`src/rtl/cpu_mc_pkg.sv`:
```
// Shared types for the multi-cycle 16-bit CPU: FSM states, opcodes and the link register.
package cpu_mc_pkg;

  typedef enum logic [2:0] {
    ST_FETCH,
    ST_FWAIT,
    ST_EXEC,
    ST_MEM,
    ST_MWAIT
  } state_t;

  typedef enum logic [3:0] {
    OP_MV   = 4'h0,
    OP_ADD  = 4'h1,
    OP_SUB  = 4'h2,
    OP_CMP  = 4'h3,
    OP_LD   = 4'h4,
    OP_ST   = 4'h5,
    OP_MVHI = 4'h6,
    OP_JR   = 4'h8,
    OP_JZ   = 4'h9,
    OP_JN   = 4'hA,
    OP_CALL = 4'hC
  } opcode_t;

  localparam logic [2:0] LINK_REG = 3'd7;

  function automatic logic [15:0] sext8(input logic [7:0] v);
    return {{8{v[7]}}, v};
  endfunction

endpackage

```
`src/rtl/cpu_mc_regfile.sv`:
```
// 8x16 register file: two combinational read ports, one synchronous write port.
module cpu_mc_regfile
  import cpu_mc_pkg::*;
(
  input  logic        clk,
  input  logic        reset,
  input  logic [2:0]  i_raddr_a,
  output logic [15:0] o_rdata_a,
  input  logic [2:0]  i_raddr_b,
  output logic [15:0] o_rdata_b,
  input  logic        i_we,
  input  logic [2:0]  i_waddr,
  input  logic [15:0] i_wdata
);

  logic [15:0] r_regs [8];

  always_ff @(posedge clk or posedge reset) begin
    if (reset) begin
      for (int i = 0; i < 8; i++) r_regs[i] <= '0;
    end else if (i_we) begin
      r_regs[i_waddr] <= i_wdata;
    end
  end

  assign o_rdata_a = r_regs[i_raddr_a];
  assign o_rdata_b = r_regs[i_raddr_b];

endmodule

```
`src/rtl/cpu_mc.sv`:
```
// Multi-cycle 16-bit CPU: FETCH -> FWAIT -> EXEC [-> MEM [-> MWAIT]] over a
// single waitrequest-style memory port.
module cpu_mc
  import cpu_mc_pkg::*;
#(
  parameter int          ADDR_W   = 16,
  parameter logic [15:0] RESET_PC = 16'h0000
) (
  input  logic        clk,
  input  logic        reset,
  output logic [15:0] o_mem_addr,
  output logic        o_mem_rd,
  output logic        o_mem_wr,
  output logic [15:0] o_mem_wrdata,
  input  logic [15:0] i_mem_rddata,
  input  logic        i_mem_waitrequest,
  output logic [15:0] o_pc,
  output logic        o_instr_done
);

  localparam logic [15:0] ADDR_MASK = 16'((32'h1 << ADDR_W) - 32'h1);

  state_t      r_state;
  logic [15:0] r_pc, r_ir;
  logic        r_n, r_z;

  opcode_t     w_op;
  logic        w_imm, w_is_ld, w_is_st, w_accept, w_take, w_we;
  logic [2:0]  w_rx, w_ry, w_waddr;
  logic [15:0] w_rx_val, w_ry_val, w_opb, w_sum, w_diff, w_flag_res;
  logic [15:0] w_jtarget, w_wdata;

  assign w_op     = opcode_t'(r_ir[3:0]);
  assign w_imm    = r_ir[4];
  assign w_rx     = r_ir[7:5];
  assign w_ry     = r_ir[10:8];
  assign w_is_ld  = (w_op == OP_LD);
  assign w_is_st  = (w_op == OP_ST);
  assign w_accept = !i_mem_waitrequest;

  cpu_mc_regfile u_regfile (
    .clk       (clk),
    .reset     (reset),
    .i_raddr_a (w_rx),
    .o_rdata_a (w_rx_val),
    .i_raddr_b (w_ry),
    .o_rdata_b (w_ry_val),
    .i_we      (w_we),
    .i_waddr   (w_waddr),
    .i_wdata   (w_wdata)
  );

  assign w_opb      = w_imm ? sext8(r_ir[15:8]) : w_ry_val;
  assign w_sum      = w_rx_val + w_opb;
  assign w_diff     = w_rx_val - w_opb;
  assign w_flag_res = (w_op == OP_ADD) ? w_sum : w_diff;
  // r_pc already points past this instruction while in EXEC
  assign w_jtarget  = w_imm ? r_pc + {{4{r_ir[15]}}, r_ir[15:5], 1'b0} : w_rx_val;

  always_comb begin
    w_take  = 1'b0;
    w_we    = 1'b0;
    w_waddr = w_rx;
    w_wdata = w_opb;
    if (r_state == ST_EXEC) begin
      case (w_op)
        OP_MV:   w_we = 1'b1;
        OP_ADD:  begin w_we = 1'b1; w_wdata = w_sum;  end
        OP_SUB:  begin w_we = 1'b1; w_wdata = w_diff; end
        OP_MVHI: begin w_we = 1'b1; w_wdata = {r_ir[15:8], w_rx_val[7:0]}; end
        OP_JR:   w_take = 1'b1;
        OP_JZ:   w_take = r_z;
        OP_JN:   w_take = r_n;
        OP_CALL: begin
          w_take  = 1'b1;
          w_we    = 1'b1;
          w_waddr = LINK_REG;
          w_wdata = r_pc;
        end
        default: ;
      endcase
    end else if (r_state == ST_MWAIT) begin
      w_we    = 1'b1;
      w_wdata = i_mem_rddata;
    end
  end

  always_ff @(posedge clk or posedge reset) begin
    if (reset) begin
      r_state <= ST_FETCH;
      r_pc    <= RESET_PC;
      r_ir    <= '0;
      r_n     <= 1'b0;
      r_z     <= 1'b0;
    end else begin
      case (r_state)
        ST_FETCH: if (w_accept) r_state <= ST_FWAIT;
        ST_FWAIT: begin
          r_ir    <= i_mem_rddata;
          r_pc    <= r_pc + 16'd2;
          r_state <= ST_EXEC;
        end
        ST_EXEC: begin
          if (w_is_ld || w_is_st) begin
            r_state <= ST_MEM;
          end else begin
            r_state <= ST_FETCH;
            if (w_take) r_pc <= w_jtarget;
            if (w_op == OP_ADD || w_op == OP_SUB || w_op == OP_CMP) begin
              r_n <= w_flag_res[15];
              r_z <= (w_flag_res == 16'h0000);
            end
          end
        end
        ST_MEM:   if (w_accept) r_state <= w_is_ld ? ST_MWAIT : ST_FETCH;
        ST_MWAIT: r_state <= ST_FETCH;
        default:  r_state <= ST_FETCH;
      endcase
    end
  end

  // Requests are decoded from state and masked by reset so an in-flight access drops at once.
  assign o_mem_rd     = !reset && ((r_state == ST_FETCH) || (r_state == ST_MEM && w_is_ld));
  assign o_mem_wr     = !reset && (r_state == ST_MEM) && w_is_st;
  assign o_mem_addr   = ((r_state == ST_MEM) ? w_ry_val : r_pc) & ADDR_MASK;
  assign o_mem_wrdata = o_mem_wr ? w_rx_val : 16'h0000;
  assign o_pc         = r_pc;
  assign o_instr_done = !reset && (
                          (r_state == ST_EXEC && !w_is_ld && !w_is_st) ||
                          (r_state == ST_MEM && w_is_st && w_accept) ||
                          (r_state == ST_MWAIT));

endmodule

```
`config.mk`:
```
export PLATFORM = sky130hd
export DESIGN_NAME = cpu_mc
export DESIGN_NICKNAME = d
export VERILOG_FILES = /design/src/rtl/cpu_mc_pkg.sv /design/src/rtl/cpu_mc_regfile.sv /design/src/rtl/cpu_mc.sv
export SDC_FILE = /design/constraint.sdc
export NUM_CORES = 1
export LEC_CHECK = 0
export CORE_UTILIZATION = 55
export DETAILED_ROUTE_END_ITERATION = 8
export GPL_TIMING_DRIVEN = 1
export PLACE_DENSITY = 0.85
export SLEW_MARGIN = 0
export SYNTH_ARGS = -nofsm -noshare
export SYNTH_HDL_FRONTEND = slang
export SYNTH_SLANG_ARGS = --single-unit
```
`constraint.sdc`:
```
create_clock -name clk -period 9.7 [get_ports clk]
set_input_delay 2.425 -clock clk [delete_from_list [all_inputs] [get_ports clk]]
set_output_delay 2.425 -clock clk [all_outputs]
set_load 0.02 [all_outputs]
```
## Word level (Yosys, flattened, before mapping)

Index checks and enable logic that the tools add are counted.

- Muxes and demuxes: 32
- Div/mod/pow operators: 0
- Shift operators: 0
- Bitwise logic cells: 4
- Reductions and logical operators: 29
- Multiply operators: 0
- Equality and inequality tests: 18
- $lt $le $gt $ge: 4
- $add $sub $neg: 4

Operators with widths:

| cell | number |
|---|---|
| $mux 16 | 14 |
| $bwmux 128 | 1 |
| $bmux 16 s3 | 2 |
| $pmux 16 s4 | 1 |
| $demux 16 s3 | 1 |
| $add 16x16->16 | 2 |
| $pmux 16 s2 | 1 |
| $add 16x2->16 const B | 1 |
| $eq 4x4->1 const B | 4 |
| $logic_not 16->1 | 1 |
| $sub 16x16->16 | 1 |
| $mux 3 | 5 |
| $eq 4x3->1 const B | 3 |
| $ge 4x4->1 const B | 3 |
| $not 3->4 | 3 |
| $pmux 3 s4 | 1 |
| $logic_and 1x1->1 | 10 |
| $eq 4x2->1 const B | 2 |
| $ne 2x2->1 const B | 4 |
| $eq 3x2->1 const B | 2 |
| $logic_or 1x1->1 | 6 |
| $reduce_and 3->1 | 2 |
| $reduce_or 5->1 | 1 |
| $eq 4x1->1 const B | 1 |
| other kinds (13) | 19 |

- Bits in writable memories: 0
- Latch bits: 0
- Word-level logic and storage cells: 104
- Input port bits: 19
- ROM bits: 0
- Memories kept: 0
- Flip-flop bits (word level): 165
- Output and inout bits: 51

## Longest topological paths before layout

Gate-level depths: netlist of the first run.

- Depth after elaboration: 9
- Mapped depth: 18
- Depth with buffers taken out: 15

## Hierarchy

From an unflattened synthesis of the first run, not the netlist that was laid out.

- Cells, all modules: 1,162
- Area, all modules: 12,772.2 um^2

By module, submodules not included:

| module | cells each | area an instance (um^2) | instances | seq. area each (um^2) |
|---|---|---|---|---|
| cpu_mc_regfile | 396 | 7,036.7 | 1 | 3,203.1 |
| cpu_mc | 766 | 5,735.5 | 1 | 925.9 |

## Least setup slack after synthesis of the first run

No wires, ideal clock.

- Path type: input -> output
- Start point: in reset
- End point: out o_mem_wrdata[10]
- Required time: 7,275 ps
- Slack: 3,821 ps
- Arrival time: 3,454 ps
- Stages: 4
- Path buffers: 2
- Cells stage by stage: or3_1 clkbuf_1 clkbuf_1 nor2_1

- Longest elaborated chain between the ends: 4

RTL lines:

| what | line | RTL |
|---|---|---|
| start, declared | cpu_mc.sv:10 | `input logic reset,` |
| $logic_not 1->1 | cpu_mc.sv:124 | `assign o_mem_wr = !reset && (r_state == ST_MEM) && w_is_st;` |
| $logic_and 1x1->1 (2 in a row) | cpu_mc.sv:124 |  |
| $mux 16 | cpu_mc.sv:126 | `assign o_mem_wrdata = o_mem_wr ? w_rx_val : 16'h0000;` |
| end, declared | cpu_mc.sv:14 | `output logic [15:0] o_mem_wrdata,` |

Every way passes these cells.

## Worst setup path after layout of the first run

- Start point: in reset
- End point: out o_mem_wrdata[8]

The elaborated chain is that of the path after synthesis.

==> results.py, run 1 <==
metrics = {
    "run_status": {
        "outcome": "completed",
    },
    "timing": {
        "relSlewSlack": 0.2036,
        "hold_viol": 0,
        "fin_skew_ns": 0.01086,
        "maxSlewViolCount": 0,
        "rsz0062_at_grt": "false",
        "period_needed_ns": 7.032,
        "tns_ns": 0,
        "timing.final.crit_share": 0.7249,
        "setup_viol": 0,
        "tightest_slew_ns": 1.195,
        "clock.fmax_ghz": 0.1422,
        "whs_ns": 0.5022,
    },
    "worst_hold_path": {
        "hold_path_class": "flop to flop",
    },
    "grt": {
        "grtUsageTotal": 0.3420,
        "grt_pass1_vias": 10430,
        "antenna_found_initial": 2,
        "grt_overflow": 0,
        "grt_pass1_wl_um": 57080,
        "grt_max_degree": 92,
    },
    "yosys": {
        "synth_nets": 1295,
        "synth_flop_cell": "dfrtp_1",
        "synth_area_um2": 11910,
        "syn_inst": 1227,
        "yosysWarnings": 0,
        "yosys-top-cells-count": "dfrtp_1, nand2_1, o21ai_0",
        "yosysTopAreaCell": "dfrtp_1",
        "synth.most_common_cell": "dfrtp_1",
        "synth-edff-count": 0,
        "seq_area_frac_synth": 0.3466,
        "async_flop_share": 1.000,
        "ys_types": 76,
        "avgSynthCellArea_um2": 9.708,
        "yosysTopAreaCellShare": 0.3466,
        "synthTopCellsByArea": "dfrtp_1, mux4_2, mux2_2, o21ai_0, ha_1",
        "synth_seq_cells": 165,
    },
    "critical_path": {
        "critPathMaxFanout": 17,
        "r2r_start": "r_ir[5]",
        "slowest_stage": "or3_1",
        "rrSetupSlack_ns": 4.19,
        "cp-endpoint": "o_mem_wrdata[8]",
        "worstSetupStartpointType": "primary input",
        "required_ns": 7.28,
        "worst_ep_arrival_time_ns": 4.61,
        "crit_chain": "clkdlybuf4s50_1 > or3_1 > nor2_1 > clkdlybuf4s50_1",
        "crit_path_frequent_cell": "clkdlybuf4s50_1",
        "worstSetupEndpointType": "output pin",
        "path_class": "primary input to output pin",
        "max_stage_delay_ns": 0.77,
        "regToRegEndpoint": "u_regfile.r_regs[93]",
        "rr_worst_depth": 14,
        "cp-startpoint": "reset",
    },
    "floorplan": {
        "num_rows": 53,
        "initial_core_util": 0.5631,
        "die_h_um": 149.2,
        "core_area_um2": 21150,
        "ioPinCount": 70,
        "die-area_um2": 22250,
        "die_x_um": 149.2,
    },
    "detailed_routing": {
        "drtIter0Drc": 1657,
        "routedWlPerCell_um": 24.00,
        "routed-via-count": 10680,
        "postRouteAntennaNets": 0,
        "dr.pass1.iters": 6,
        "wirelength_um": 36770,
        "viasPerCell": 6.972,
        "drc": 0,
    },
    "clocking": {
        "cts_tree": "done",
        "postCtsSetupRepairBufs": 0,
        "cts_root_buffer": "clkbuf_16",
        "cts_buffers": 17,
        "htree_levels": 4,
        "cts_hold_buf": 0,
        "cts-resized-gates": 0,
        "clock_sinks": 165,
        "insertion_delay_ns": 0.44,
        "cts_buffer_depth": 2,
        "clkSlewWorstSetupHoldPaths_ns": 0.06,
    },
    "layout": {
        "final_nets": 1312,
        "ff_latch_area_um2": 4131,
        "multi_input_area_um2": 7248,
        "fillers": 1596,
        "drive_gt1_frac": 0.1839,
        "syn_to_final_growth_pct": 11.44,
    },
    "place": {
        "dp_hpwl_um": 24900,
        "finalWeightedCongestion": 0.9930,
        "io_buffers": 69,
    },
    "flow_run": {
        "max_cap_viol_count": 0,
    },
}
[per-stage QoR]
| step | instance area, um2 | instances | utilization | worst slack (ns) |
|---|---|---|---|---|
| floorplan | 11910 | 1227 | - | 2.813 |
| global placement | 12690 | 1500 | 0.5997 | 2.733 |
| detailed placement | 12690 | 1500 | 0.5997 | 2.696 |
| CTS | 13270 | 1531 | 0.6274 | 2.683 |
| global route | 13270 | 1531 | 0.6274 | 2.601 |
| finish | 13270 | 1532 | 0.6275 | 2.668 |
[cell usage in the layout, fill, tap and decap left out, types with 22 or more instances in the layout]
master	instances
dfrtp_1	163
clkdlybuf4s50_1	69
mux2_2	95
a21oi_1	77
ha_1	46
mux4_2	64
nor2_1	99
nand2_1	146
inv_1	39
xnor2_1	22
o21ai_0	126
[per-layer routing]
metal	track usage	vias up	share of wire
li1	-	4531	-
met4	0.2362	2	0.067
met5	0.004545	-	0.00035
met3	0.08257	204	0.10
met1	0.4245	5199	0.37
met2	0.5274	745	0.46
[cell type report]
cell class	instances	area share
inverters	41	0.01197
clock inverters	12	0.01150
flip-flops and latches	165	0.3112
clock buffers	19	0.03261
multi-input cells	935	0.5460
repair buffers	84	0.06051
diodes	1	0.0001885
well taps	275	0.02592
[sequential cells by signal, summed over array words and instances, names as in the netlist]
signal / cells
r_ir: 16
r_z: 1
o_pc: 16
u_regfile.r_regs: 128
r_state: 3
r_n: 1
[kinds of logic (layout without fill, tap and decap cells)]
family	Yosys count	after routing	synth area share
compound gates	325	325	0.1709
fa+ha+maj	49	49	0.05336
other cells	0	1	0
xor+xnor	36	36	0.02647
flops	165	165	0.3466
mux	178	178	0.2268
buf+inv	127	156	0.04548
simple gates	347	347	0.1304
[worst max-delay path: cells and delay by family]
kind                   cells  cell delay (ns)
AND/OR/NAND/NOR            2             1.03
buffers and inverters      2             1.14
[how the worst min path moves through the flow]
stage	from	to	slack, ns	cells past startpoint
2_1_floorplan	r_z	r_z	0.44	2
5_1_grt	u_regfile.r_regs[97]	u_regfile.r_regs[97]	0.52	2
6_report	u_regfile.r_regs[65]	u_regfile.r_regs[65]	0.50	2
3_5_place_dp	u_regfile.r_regs[0]	u_regfile.r_regs[0]	0.49	2
3_3_place_gp	u_regfile.r_regs[22]	u_regfile.r_regs[22]	0.47	2
4_1_cts	u_regfile.r_regs[96]	u_regfile.r_regs[96]	0.51	2
Power of run 1 is not shown: default switching activity piles up to over one toggle a cycle in this logic, so the estimate is an artifact.
==> run 2: changes to the inputs <==
Clock period 9.7 ns to 6.7 ns, I/O delays scaled along.
==> results.py, run 2 (synthesized netlist as in run 1, its figures left out) <==
metrics = {
    "clocking": {
        "cts_tree": "done",
        "insertion_delay_ns": 0.44,
        "clkSlewWorstSetupHoldPaths_ns": 0.06,
        "cts_hold_buf": 0,
        "cts_buffers": 17,
        "cts_buffer_depth": 2,
        "cts-resized-gates": 0,
        "postCtsSetupRepairBufs": 0,
        "cts_root_buffer": "clkbuf_16",
        "clock_sinks": 165,
        "htree_levels": 4,
    },
    "detailed_routing": {
        "viasPerCell": 6.879,
        "wirelength_um": 37310,
        "routedWlPerCell_um": 24.21,
        "dr.pass1.iters": 7,
        "postRouteAntennaNets": 0,
        "drc": 0,
        "drtIter0Drc": 1255,
        "routed-via-count": 10600,
    },
    "flow_run": {
        "max_cap_viol_count": 0,
    },
    "run_status": {
        "outcome": "completed",
    },
    "grt": {
        "grtUsageTotal": 0.3465,
        "grt_overflow": 0,
        "antenna_found_initial": 0,
        "grt_pass1_vias": 10340,
        "grt_pass1_wl_um": 57600,
        "grt_max_degree": 110,
    },
    "critical_path": {
        "rrSetupSlack_ns": 1.21,
        "max_stage_delay_ns": 0.78,
        "rr_worst_depth": 13,
        "worst_ep_arrival_time_ns": 3.92,
        "regToRegEndpoint": "u_regfile.r_regs[40]",
        "crit_chain": "clkdlybuf4s50_1 > or3_1 > nor2b_1 > clkdlybuf4s50_1",
        "worstSetupEndpointType": "output pin",
        "path_class": "primary input to output pin",
        "critPathMaxFanout": 17,
        "r2r_start": "r_ir[8]",
        "worstSetupStartpointType": "primary input",
        "required_ns": 5.03,
        "crit_family": "buffers and inverters",
        "crit_path_frequent_cell": "clkdlybuf4s50_1",
        "slowest_stage": "or3_1",
        "cp_num_buf_inv": 2,
    },
    "place": {
        "dp_hpwl_um": 25580,
        "finalWeightedCongestion": 1.028,
        "io_buffers": 69,
    },
    "layout": {
        "antenna_cells": 0,
        "regMostFlops": "u_regfile.r_regs",
        "final_common_cell": "dfrtp_1",
        "drive_gt1_frac": 0.1904,
        "largest_reg_flops": 128,
        "syn_to_final_growth_pct": 11.66,
        "final_nets": 1321,
        "fillers": 1612,
        "final_cell_mix": "dfrtp_1, nand2_1, o21ai_0",
    },
    "timing": {
        "maxSlewViolCount": 0,
        "rsz0062_at_grt": "false",
        "tightest_slew_ns": 1.201,
        "clock.fmax_ghz": 0.1787,
        "setup_viol": 0,
        "hold_viol": 0,
        "fin_skew_ns": 0.01297,
        "relSlewSlack": 0.1975,
        "period_needed_ns": 5.597,
        "tns_ns": 0,
        "timing.final.crit_share": 0.8353,
    },
    "worst_hold_path": {
        "min-delay-start": "u_regfile.r_regs[82]",
        "holdPathStages": 2,
        "whs_endpoint": "u_regfile.r_regs[82]",
        "hold_path_class": "flop to flop",
    },
    "floorplan": {
        "initial_core_util": 0.5631,
        "die-area_um2": 22250,
        "num_rows": 53,
        "die_h_um": 149.2,
        "die_x_um": 149.2,
        "ioPinCount": 70,
        "core_area_um2": 21150,
    },
}
## run 2: stage by stage
stage | cells | hold WS (ns) | util | setup WS, ns | instance area, um2
final | 1541 | 0.5089 | 0.6287 | 1.103 | 13300
after global routing | 1541 | 0.5286 | 0.6287 | 0.8687 | 13300
after CTS | 1541 | 0.5083 | 0.6287 | 1.137 | 13300
after detailed placement | 1509 | 0.4932 | 0.6029 | 1.144 | 12750
after global placement | 1509 | 0.4736 | 0.6029 | 1.231 | 12750
after floorplan | 1227 | 0.4392 | - | 0.5633 | 11910
## run 2: area by class of cell
class / count / area [um2] / share of cell area
Sequential cell: 165 / 4131 / 0.3106
Inverter: 41 / 158.9 / 0.01195
Timing Repair Buffer: 93 / 870.8 / 0.06547
Clock inverter: 10 / 72.57 / 0.005456
Tap cell: 275 / 344.1 / 0.02587
Multi-Input combinational cell: 935 / 7248 / 0.5450
Clock buffer: 22 / 474.2 / 0.03565
## run 2: how the worst max path moves through the flow
| stage | startpoint | end | slack [ns] | depth (start not counted) |
|---|---|---|---|---|
| after floorplan | reset | o_pc[0] | 0.56 | 1 |
| after CTS | reset | o_mem_wrdata[2] | 1.14 | 4 |
| after global routing | r_ir[8] | u_regfile.r_regs[88] | 0.87 | 13 |
| after global placement | reset | o_mem_wrdata[14] | 1.23 | 4 |
| final | reset | o_mem_wrdata[2] | 1.10 | 4 |
| after detailed placement | reset | o_mem_wrdata[2] | 1.14 | 4 |
## run 2: worst min-delay path: stages (launching register included)
cell and delay [ns]:
dfrtp_1 0.36, nand2_1 0.05, o21ai_0 0.06
## run 2: routing by layer
metal | up-vias | GRT usage | wire length, um
met5 | - | 0 | 0
met4 | 0 | 0.1944 | 2069
met3 | 174 | 0.09174 | 4103
met2 | 729 | 0.5544 | 17360
met1 | 5148 | 0.4254 | 13780
li1 | 4550 | - | -
Power of run 2 is left out for the same reason.
